==> src/rtl/instruction_fetch.sv <==
`default_nettype none
// ============================================================================
// Module   : instruction_fetch
// Brief    : Single-outstanding instruction fetch stage between PC and decode.
// Revision : 1.0
// ============================================================================
module instruction_fetch #(
    parameter int ADDR_WIDTH = 32,
    parameter int DATA_WIDTH = 32
) (
    input  logic                  clk,
    input  logic                  reset,
    input  logic                  enable,
    input  logic [ADDR_WIDTH-1:0] pcIn,
    output logic                  pcAdvance,
    input  logic                  flush,
    output logic                  memReq,
    output logic [ADDR_WIDTH-1:0] memAddr,
    input  logic                  memAck,
    input  logic [DATA_WIDTH-1:0] memData,
    output logic                  instrValid,
    output logic [DATA_WIDTH-1:0] instrOut,
    output logic [ADDR_WIDTH-1:0] instrPc,
    input  logic                  instrReady,
    output logic                  misaligned
);

    typedef enum logic [1:0] {
        IDLE  = 2'd0,
        REQ   = 2'd1,
        FULL  = 2'd2,
        FAULT = 2'd3
    } state_t;

    state_t                r_state,      w_nextState;
    logic                  r_memReq,     w_memReq;
    logic [ADDR_WIDTH-1:0] r_memAddr,    w_memAddr;
    logic                  r_instrValid, w_instrValid;
    logic [DATA_WIDTH-1:0] r_instrOut,   w_instrOut;
    logic [ADDR_WIDTH-1:0] r_instrPc,    w_instrPc;
    logic                  r_misaligned, w_misaligned;
    logic                  r_drop,       w_drop;
    logic                  w_pcAligned;

    assign w_pcAligned = (pcIn[1:0] == 2'b00);
    assign pcAdvance   = (r_state == REQ) & memAck & ~flush & ~r_drop;

    always_ff @(posedge clk or negedge reset) begin
        if (!reset) begin
            r_state      <= IDLE;
            r_memReq     <= 1'b0;
            r_memAddr    <= '0;
            r_instrValid <= 1'b0;
            r_instrOut   <= '0;
            r_instrPc    <= '0;
            r_misaligned <= 1'b0;
            r_drop       <= 1'b0;
        end else begin
            r_state      <= w_nextState;
            r_memReq     <= w_memReq;
            r_memAddr    <= w_memAddr;
            r_instrValid <= w_instrValid;
            r_instrOut   <= w_instrOut;
            r_instrPc    <= w_instrPc;
            r_misaligned <= w_misaligned;
            r_drop       <= w_drop;
        end
    end

    always_comb begin
        w_nextState  = r_state;
        w_memReq     = r_memReq;
        w_memAddr    = r_memAddr;
        w_instrValid = r_instrValid;
        w_instrOut   = r_instrOut;
        w_instrPc    = r_instrPc;
        w_misaligned = r_misaligned;
        w_drop       = r_drop;
        case (r_state)
            IDLE: begin
                if (enable && !flush) begin
                    if (!w_pcAligned) begin
                        w_misaligned = 1'b1;
                        w_nextState  = FAULT;
                    end else begin
                        w_memAddr   = pcIn;
                        w_memReq    = 1'b1;
                        w_nextState = REQ;
                    end
                end
            end
            REQ: begin
                // An issued read cannot be aborted; a redirect only marks it for discard.
                if (memAck) begin
                    w_memReq = 1'b0;
                    if (!flush && !r_drop) begin
                        w_instrOut   = memData;
                        w_instrPc    = r_memAddr;
                        w_instrValid = 1'b1;
                        w_nextState  = FULL;
                    end else begin
                        w_drop      = 1'b0;
                        w_nextState = IDLE;
                    end
                end else if (flush) begin
                    w_drop = 1'b1;
                end
            end
            FULL: begin
                if (flush) begin
                    w_instrValid = 1'b0;
                    w_nextState  = IDLE;
                end else if (instrReady) begin
                    w_instrValid = 1'b0;
                    if (!enable) begin
                        w_nextState = IDLE;
                    end else if (!w_pcAligned) begin
                        w_misaligned = 1'b1;
                        w_nextState  = FAULT;
                    end else begin
                        w_memAddr   = pcIn;
                        w_memReq    = 1'b1;
                        w_nextState = REQ;
                    end
                end
            end
            FAULT: begin
                if (flush) begin
                    w_misaligned = 1'b0;
                    w_nextState  = IDLE;
                end
            end
            default: w_nextState = IDLE;
        endcase
    end

    assign memReq     = r_memReq;
    assign memAddr    = r_memAddr;
    assign instrValid = r_instrValid;
    assign instrOut   = r_instrOut;
    assign instrPc    = r_instrPc;
    assign misaligned = r_misaligned;

endmodule
`default_nettype wire
==> config.mk <==
export PLATFORM = sky130hd
export DESIGN_NAME = instruction_fetch
export DESIGN_NICKNAME = d
export VERILOG_FILES = /design/src/rtl/instruction_fetch.sv
export SDC_FILE = /design/constraint.sdc
export NUM_CORES = 1
export LEC_CHECK = 0
export ABC_AREA = 1
export BUFFER_PORTS_ARGS = -buffer_cell sky130_fd_sc_hd__clkbuf_2
export CAP_MARGIN = 5
export CORE_ASPECT_RATIO = 1.2
export CORE_UTILIZATION = 45
export CTS_CLUSTER_SIZE = 8
export DETAILED_ROUTE_END_ITERATION = 12
export PLACE_DENSITY_LB_ADDON = 0.25
export SYNTH_ARGS = -nofsm -noshare
export SYNTH_HDL_FRONTEND = slang
export SYNTH_SLANG_ARGS = --single-unit
==> constraint.sdc <==
create_clock -name clk -period 2.35 [get_ports clk]
set_input_delay 0.47 -clock clk [delete_from_list [all_inputs] [get_ports clk]]
set_output_delay 0.47 -clock clk [all_outputs]
set_load 0.05 [all_outputs]
==> results.md, run 1 <==
| Parameter | This run |
| --- | --- |
| Net count after synthesis | 546 |
| Area taken by flip-flops and latches | 2550 sq um |
| Worst-case headroom to the max-slew limit | 54.4% |
| Number of gates given a new drive strength after cts | 0 |
| Critical Path Sink Type | output port |
| Final slew viol count | 0 |
| Area of the die | 9390 sq um |
| Worst Path Required | 1880 ps |
| Setup violations, final | 0 |
| Final Wtd Congestion | 0.886 |
| Vias in the first global route | 3,414 |
| Count of buffers added by post-CTS timing repair for setup | 0 |
| Row count | 37 |
| Sequential-to-total area share from yosys stat | 63.0% |
| Std-Cell Core Area | 8660 sq um |
| Growth of design area from synthesis to finish | 27.9% |
| Avg Cell Area, Syn | 8.51 sq um |
| Sum of net half-perimeters after detailed placement | 6.26 mm |
| Die extent in y | 106 um |
| Initial Util | 46.8% |
| Post-synthesis cell type count | 17 |
| Overflow left after global routing | 0 |
| Worst Path Arrival | 1650 ps |
| Final hold violation count | 0 |
| Number of antenna violations at the first check in global routing | 0 |
| Clock tree from TritonCTS | yes |
| Count of buffers from port buffering | 169 |
| Max capacitance violation total | 0 |
| Setup TNS | 0 ps |
| Overall via count from detail_route | 3,527 |
| Amount of wire on met2 after detailed routing | 4.31 mm |
| Maximum root-to-sink buffer count | 2 |
| Placed insts | 748 |
| Combined area of the multi-input logic cells | 1310 sq um |
| Maximum number of pins on one net before global-route repair | 68 |
| Total number of H-tree levels | 3 |
| Number of hold-repair buffers added at the cts stage | 0 |
| Layout cells sized above 1 | 30.4% |
| DRT Pass-1 Iters | 5 |
| Transition time at the pin with the least slew margin | 684 ps |
| Diodes inserted | 0 |
| Yosys warning total | 0 |
| Area of all placed cells without fillers | 5180 sq um |
| DRT Wirelength | 9.14 mm |
| Period utilization | 90.1% |
| Total DRC errors in the routed layout | 0 |
| Synthesized instance count | 476 |
| Number of nets with antenna violations after routing | 0 |
| Iteration-0 DRC count of the detailed router | 191 |
| Top layer reached by signal wires | met4 |
| Standard cell area after detailed placement | 4970 sq um |
| Detailed-route wire length on metal 1 | 3.92 mm |
| Clock buffers created by TritonCTS | 9 |
| Category of the worst setup path launch point | register |
| Post-Layout Cell Count | 764 |
| Number of clock sinks | 102 |
| DIE WIDTH | 88.6 um |
| Hold crit path type | input port to asynchronous set/reset pin |
| Result of the run | complete, no violations |
| Critical-path maximum fanout | 8 |
| Post-Synthesis Cell Area | 4050 sq um |
| Per-cell via count in the routed design | 4.62 |
| Filler cell count | 775 |
| First-pass GRT wire length | 15.1 mm |
| CTS clock-pin slew for the worst setup and hold paths | 90 ps |
| Final critical path time including I/O delays and setup | 2120 ps |
| Setup skew after layout | 7.11 ps |
| Cell chosen for the clock root | clkbuf_8 |
| Global Route Usage Sum | 21.0% |
| Maximum clock rate | 472 MHz |
| Number of primary I/O pins | 170 |
| Flops & latches, synth | 102 |
| RSZ-0062 raised after global routing | no |
| Worst skew pair latency | 360 ps |
| Per-cell routed wire length | 12.0 um |
| Total met3 wirelength after detailed routing | 717 um |
| Total number of nets in the final design | 712 |
| Critical path class | register to output port |
[placed cells by master, fill, tap and decap left out]
cell,Yosys,layout
dfrtp_1,102,102
inv_2,2,2
nor2_2,0,1
buf_4,6,6
nand2_2,0,1
nand3_1,6,6
buf_12,0,1
clkbuf_2,1,168
inv_1,13,13
nand2_1,307,306
a21oi_1,2,2
clkinv_2,1,2
o21ai_0,7,7
nor2_1,13,12
o22ai_1,1,1
bufinv_16,0,1
clkbuf_8,0,11
and2_1,1,1
nor2_4,1,1
clkinvlp_4,0,3
[final cells by class]
| type | instances | share of cell area (%) |
|---|---|---|
| Inverter | 16 | 1.18 |
| Multi-Input combinational cell | 338 | 25.2 |
| Timing Repair Buffer | 175 | 17.5 |
| Clock inverter | 5 | 1.11 |
| Tap cell | 117 | 2.83 |
| Sequential cell | 102 | 49.3 |
| Clock buffer | 11 | 2.92 |
[path summary, 6_finish.rpt]
check	startpoint	end	slack, ps	cells past startpoint
setup / recovery	r_state[0]	pcAdvance	230	7
hold reg to reg	instrOut[28]	instrOut[28]	480	2
setup reg to reg	r_state[0]	instrOut[9]	500	9
hold / removal	reset	memAddr[23]	30	1
min in group clk	memData[27]	instrOut[27]	300	3
max in group asynchronous	reset	instrOut[21]	1710	2
[cells in the mapped netlist]
library cell | number | area, sq um
nand2_1 | 307 | 1150
dfrtp_1 | 102 | 2550
inv_1 | 13 | 48.8
nor2_1 | 13 | 48.8
buf_2 | 7 | 35.0
o21ai_0 | 7 | 35.0
buf_4 | 6 | 45.0
nand3_1 | 6 | 30.0
buf_6 | 4 | 45.0
a21oi_1 | 2 | 10.0
clkbuf_1 | 2 | 7.51
inv_2 | 2 | 7.51
and2_1 | 1 | 6.26
clkbuf_2 | 1 | 5.00
clkinv_2 | 1 | 5.00
nor2_4 | 1 | 11.3
o22ai_1 | 1 | 6.26
[registers in the layout, indices dropped and copies added (netlist names)]
| name | flops |
|---|---|
| instrOut | 32 |
| instrPc | 32 |
| memAddr | 32 |
| r_state | 2 |
| instrValid | 1 |
| memReq | 1 |
| misaligned | 1 |
| r_drop | 1 |
[kinds of logic after synthesis]
| kind of cell | synth area share, % |
|---|---|
| simple gates | 30.8 |
| flops | 63.0 |
| buf+inv | 4.91 |
| compound gates | 1.27 |
[layer usage]
layer  GRT usage, %  up-vias
li1               -     1755
met1           26.9     1609
met2           33.3      148
met3           4.97       15
met4           9.79        0
met5              0        -
[critical path, cell delays in order (launching register included)]
cell and delay (ps):
dfrtp_1 480, inv_2 100, nor2_4 150, inv_2 60, nor2_1 110, nand2_2 70, clkinv_2 50, clkbuf_2 270
[metrics by stage]
stage / worst slack [ps] / utilization (%) / hold slack (ps)
floorplan: 639 / - / 174
global placement: 621 / 57.4 / 424
detailed placement: 541 / 57.4 / 429
CTS: 214 / 59.8 / 24.7
global route: 91.8 / 59.8 / 34.8
finish: 233 / 59.8 / 28.9
Power of run 1 is left out: the tool's default activity adds up to more than one toggle a clock period on the data nets, which glitch-free logic cannot reach.
==> run 2, diff against run 1 <==
==> constraint.sdc (replaced) <==
create_clock -name clk -period 2.35 [get_ports clk]
set_input_delay 0.47 -clock clk [delete_from_list [all_inputs] [get_ports clk]]
set_output_delay 0.47 -clock clk [all_outputs]
set_load 0.02 [all_outputs]
==> run 2 against run 1 <==
  * Utilization decreased by 0.19 points
  * Fmax decreased by 2.5%
  * Hold slack got worse by 4.3 ps
  * Largest cell class unchanged
  * Sequential share of layout area increased by 0.18 points
  * Critical endpoint unchanged
==> results.md, run 2 (synthesis results as in run 1) <==
| Parameter | This run | Change |
| --- | --- | --- |
| Final slew viol count | 0 | unchanged |
| Layout cells sized above 1 | 30.6% | +0.11 points |
| Cell chosen for the clock root | clkbuf_8 |  |
| Overflow left after global routing | 0 | unchanged |
| Sum of net half-perimeters after detailed placement | 6.52 mm | +4.2% |
| Worst Path Required | 1880 ps | about the same |
| Diodes inserted | 0 | unchanged |
| Setup violations, final | 0 | unchanged |
| Clock tree from TritonCTS | yes |  |
| Total number of H-tree levels | 3 | unchanged |
| Maximum VDD drop | 0.680 mV |  |
| CTS clock-pin slew for the worst setup and hold paths | 100 ps | about the same |
| Total number of nets in the final design | 713 | +0.14% |
| Growth of design area from synthesis to finish | 27.5% |  |
| Maximum root-to-sink buffer count | 2 | unchanged |
| Setup skew after layout | 5.81 ps | -1.30 ps |
| Clock buffers created by TritonCTS | 9 | unchanged |
| Final Wtd Congestion | 0.936 | +5.6% |
| Global Route Usage Sum | 21.0% | about the same |
| Period utilization | 92.4% | +2.3 points |
| Critical path class | register to output port |  |
| Total DRC errors in the routed layout | 0 | unchanged |
| Final hold violation count | 0 | unchanged |
| Setup TNS | 0 ps | unchanged |
| Power density cells | 1400 nW/um^2 |  |
| DIE WIDTH | 88.6 um | unchanged |
| Leading cell type in the layout, fill and taps excluded | nand2_1 |  |
| Per-cell via count in the routed design | 4.67 | +1.2% |
| Area of all placed cells without fillers | 5160 sq um | -0.31% |
| Number of clock sinks | 102 | unchanged |
| Hold crit path type | input port to asynchronous set/reset pin |  |
| Row count | 37 | unchanged |
| Number of antenna violations at the first check in global routing | 0 | unchanged |
| FF-to-FF Start | r_state[0] |  |
| Worst skew pair latency | 360 ps | about the same |
| Total power | 7.25 mW |  |
| Maximum clock rate | 461 MHz | -2.5% |
| First-pass GRT wire length | 15.1 mm | -0.14% |
| Vias in the first global route | 3,402 | -0.35% |
| RSZ-0062 raised after global routing | no |  |
| Number of nets with antenna violations after routing | 0 | unchanged |
| Maximum number of pins on one net before global-route repair | 68 | unchanged |
| Die extent in y | 106 um | unchanged |
| Area of the die | 9390 sq um | unchanged |
| Highest-count cells in the layout ignoring fill and taps | nand2_1, clkbuf_2, dfrtp_1 |  |
| Critical Path Sink Type | output port |  |
| Initial Util | 46.8% | unchanged |
| Max capacitance violation total | 0 | unchanged |
| FF-to-FF path depth | 7 | -2 |
| Count of buffers from port buffering | 169 | unchanged |
| Filler cell count | 794 | +2.5% |
| Static leakage power | 3.13 nW |  |
| Worst Path Arrival | 1700 ps | +50 ps |
| Worst-case headroom to the max-slew limit | 53.3% | -1.0 points |
| Critical-path maximum fanout | 19 | +11 |
| Area taken by flip-flops and latches | 2550 sq um | about the same |
| Reg-to-reg slack, setup | 560 ps | +60 ps |
| Crit path launch | r_state[1] |  |
| Final critical path time including I/O delays and setup | 2170 ps | +54.4 ps |
| Per-cell routed wire length | 12.2 um | +1.6% |
| Standard cell area after detailed placement | 4980 sq um | +0.15% |
| Iteration-0 DRC count of the detailed router | 167 | -13% |
| Overall via count from detail_route | 3,573 | +1.3% |
| Number of primary I/O pins | 170 | unchanged |
| Std-Cell Core Area | 8660 sq um | unchanged |
| DRT Wirelength | 9.30 mm | +1.7% |
| Combined area of the multi-input logic cells | 1310 sq um | unchanged |
| Result of the run | complete, no violations |  |
| DRT Pass-1 Iters | 4 | -1 |
| Category of the worst setup path launch point | register |  |
| Transition time at the pin with the least slew margin | 700 ps | +15.5 ps |
==> run 2: changes by cell type in the layout (fill, tap and decap cells not counted), sizes merged <==
| cell | delta |
|---|---|
| bufinv | -1 |
| clkinvlp | -1 |
| inv | +3 |
| buf | +1 |
| clkinv | -1 |
==> run 2: final cells by class <==
type / instances / area share, %
Sequential cell: 102 / 49.5
Multi-Input combinational cell: 338 / 25.3
Timing Repair Buffer: 176 / 17.7
Tap cell: 117 / 2.83
Clock buffer: 11 / 2.74
Inverter: 16 / 1.21
Clock inverter: 5 / 0.800
==> run 2: stage by stage <==
step | utilization, % | cells | worst slack, ps | hold WS [ps]
detailed placement | 57.5 | 749 | 529 | 434
global placement | 57.5 | 749 | 576 | 424
CTS | 59.6 | 765 | 98.8 | 20.9
global route | 59.6 | 765 | 33.9 | 39.7
finish | 59.6 | 765 | 179 | 24.6
floorplan | - | 476 | 696 | 174
==> run 2: what timing repair did <==
action,CTS,global route
hold buffers,0,0
buffers inserted,0,0
endpoints found under the setup margin,0,1
resized for setup,0,2
==> run 2: worst paths after layout <==
path | endpoint
min in group clk | memAddr[21]
hold / removal | instrPc[23]
max in group asynchronous | r_state[0]
hold reg to reg | instrPc[6]
setup / recovery | pcAdvance
setup reg to reg | instrPc[0]
==> run 2: power breakdown <==
part / internal [mW] / switching, mW / leakage [nW] / total [mW]
clock network: 0.424 / 0.590 / 0.0866 / 1.01
logic: 1.02 / 2.11 / 1.75 / 3.13
registers: 2.57 / 0.533 / 1.29 / 3.11
total: 4.02 / 3.23 / 3.13 / 7.25
==> run 2: worst max-delay path, stage by stage (launching register included) <==
cell and delay [ps]:
dfrtp_1 490, nor2_4 210, inv_2 60, nor2_1 110, nand2_2 90, inv_4 170, clkbuf_2 210
==> run 2: layer usage <==
layer  wire length, um  share of wire (%)  global-route usage, %  up-vias
li1                  -                  -                      -     1756
met1              3960                 43                   26.1     1649
met2              4390                 47                   34.2      154
met3               757                8.1                   4.66       14
met4               191                2.1                   10.0        0
met5                 0                  0                      0        -
No activity file was read; power rests on OpenSTA's default activity.
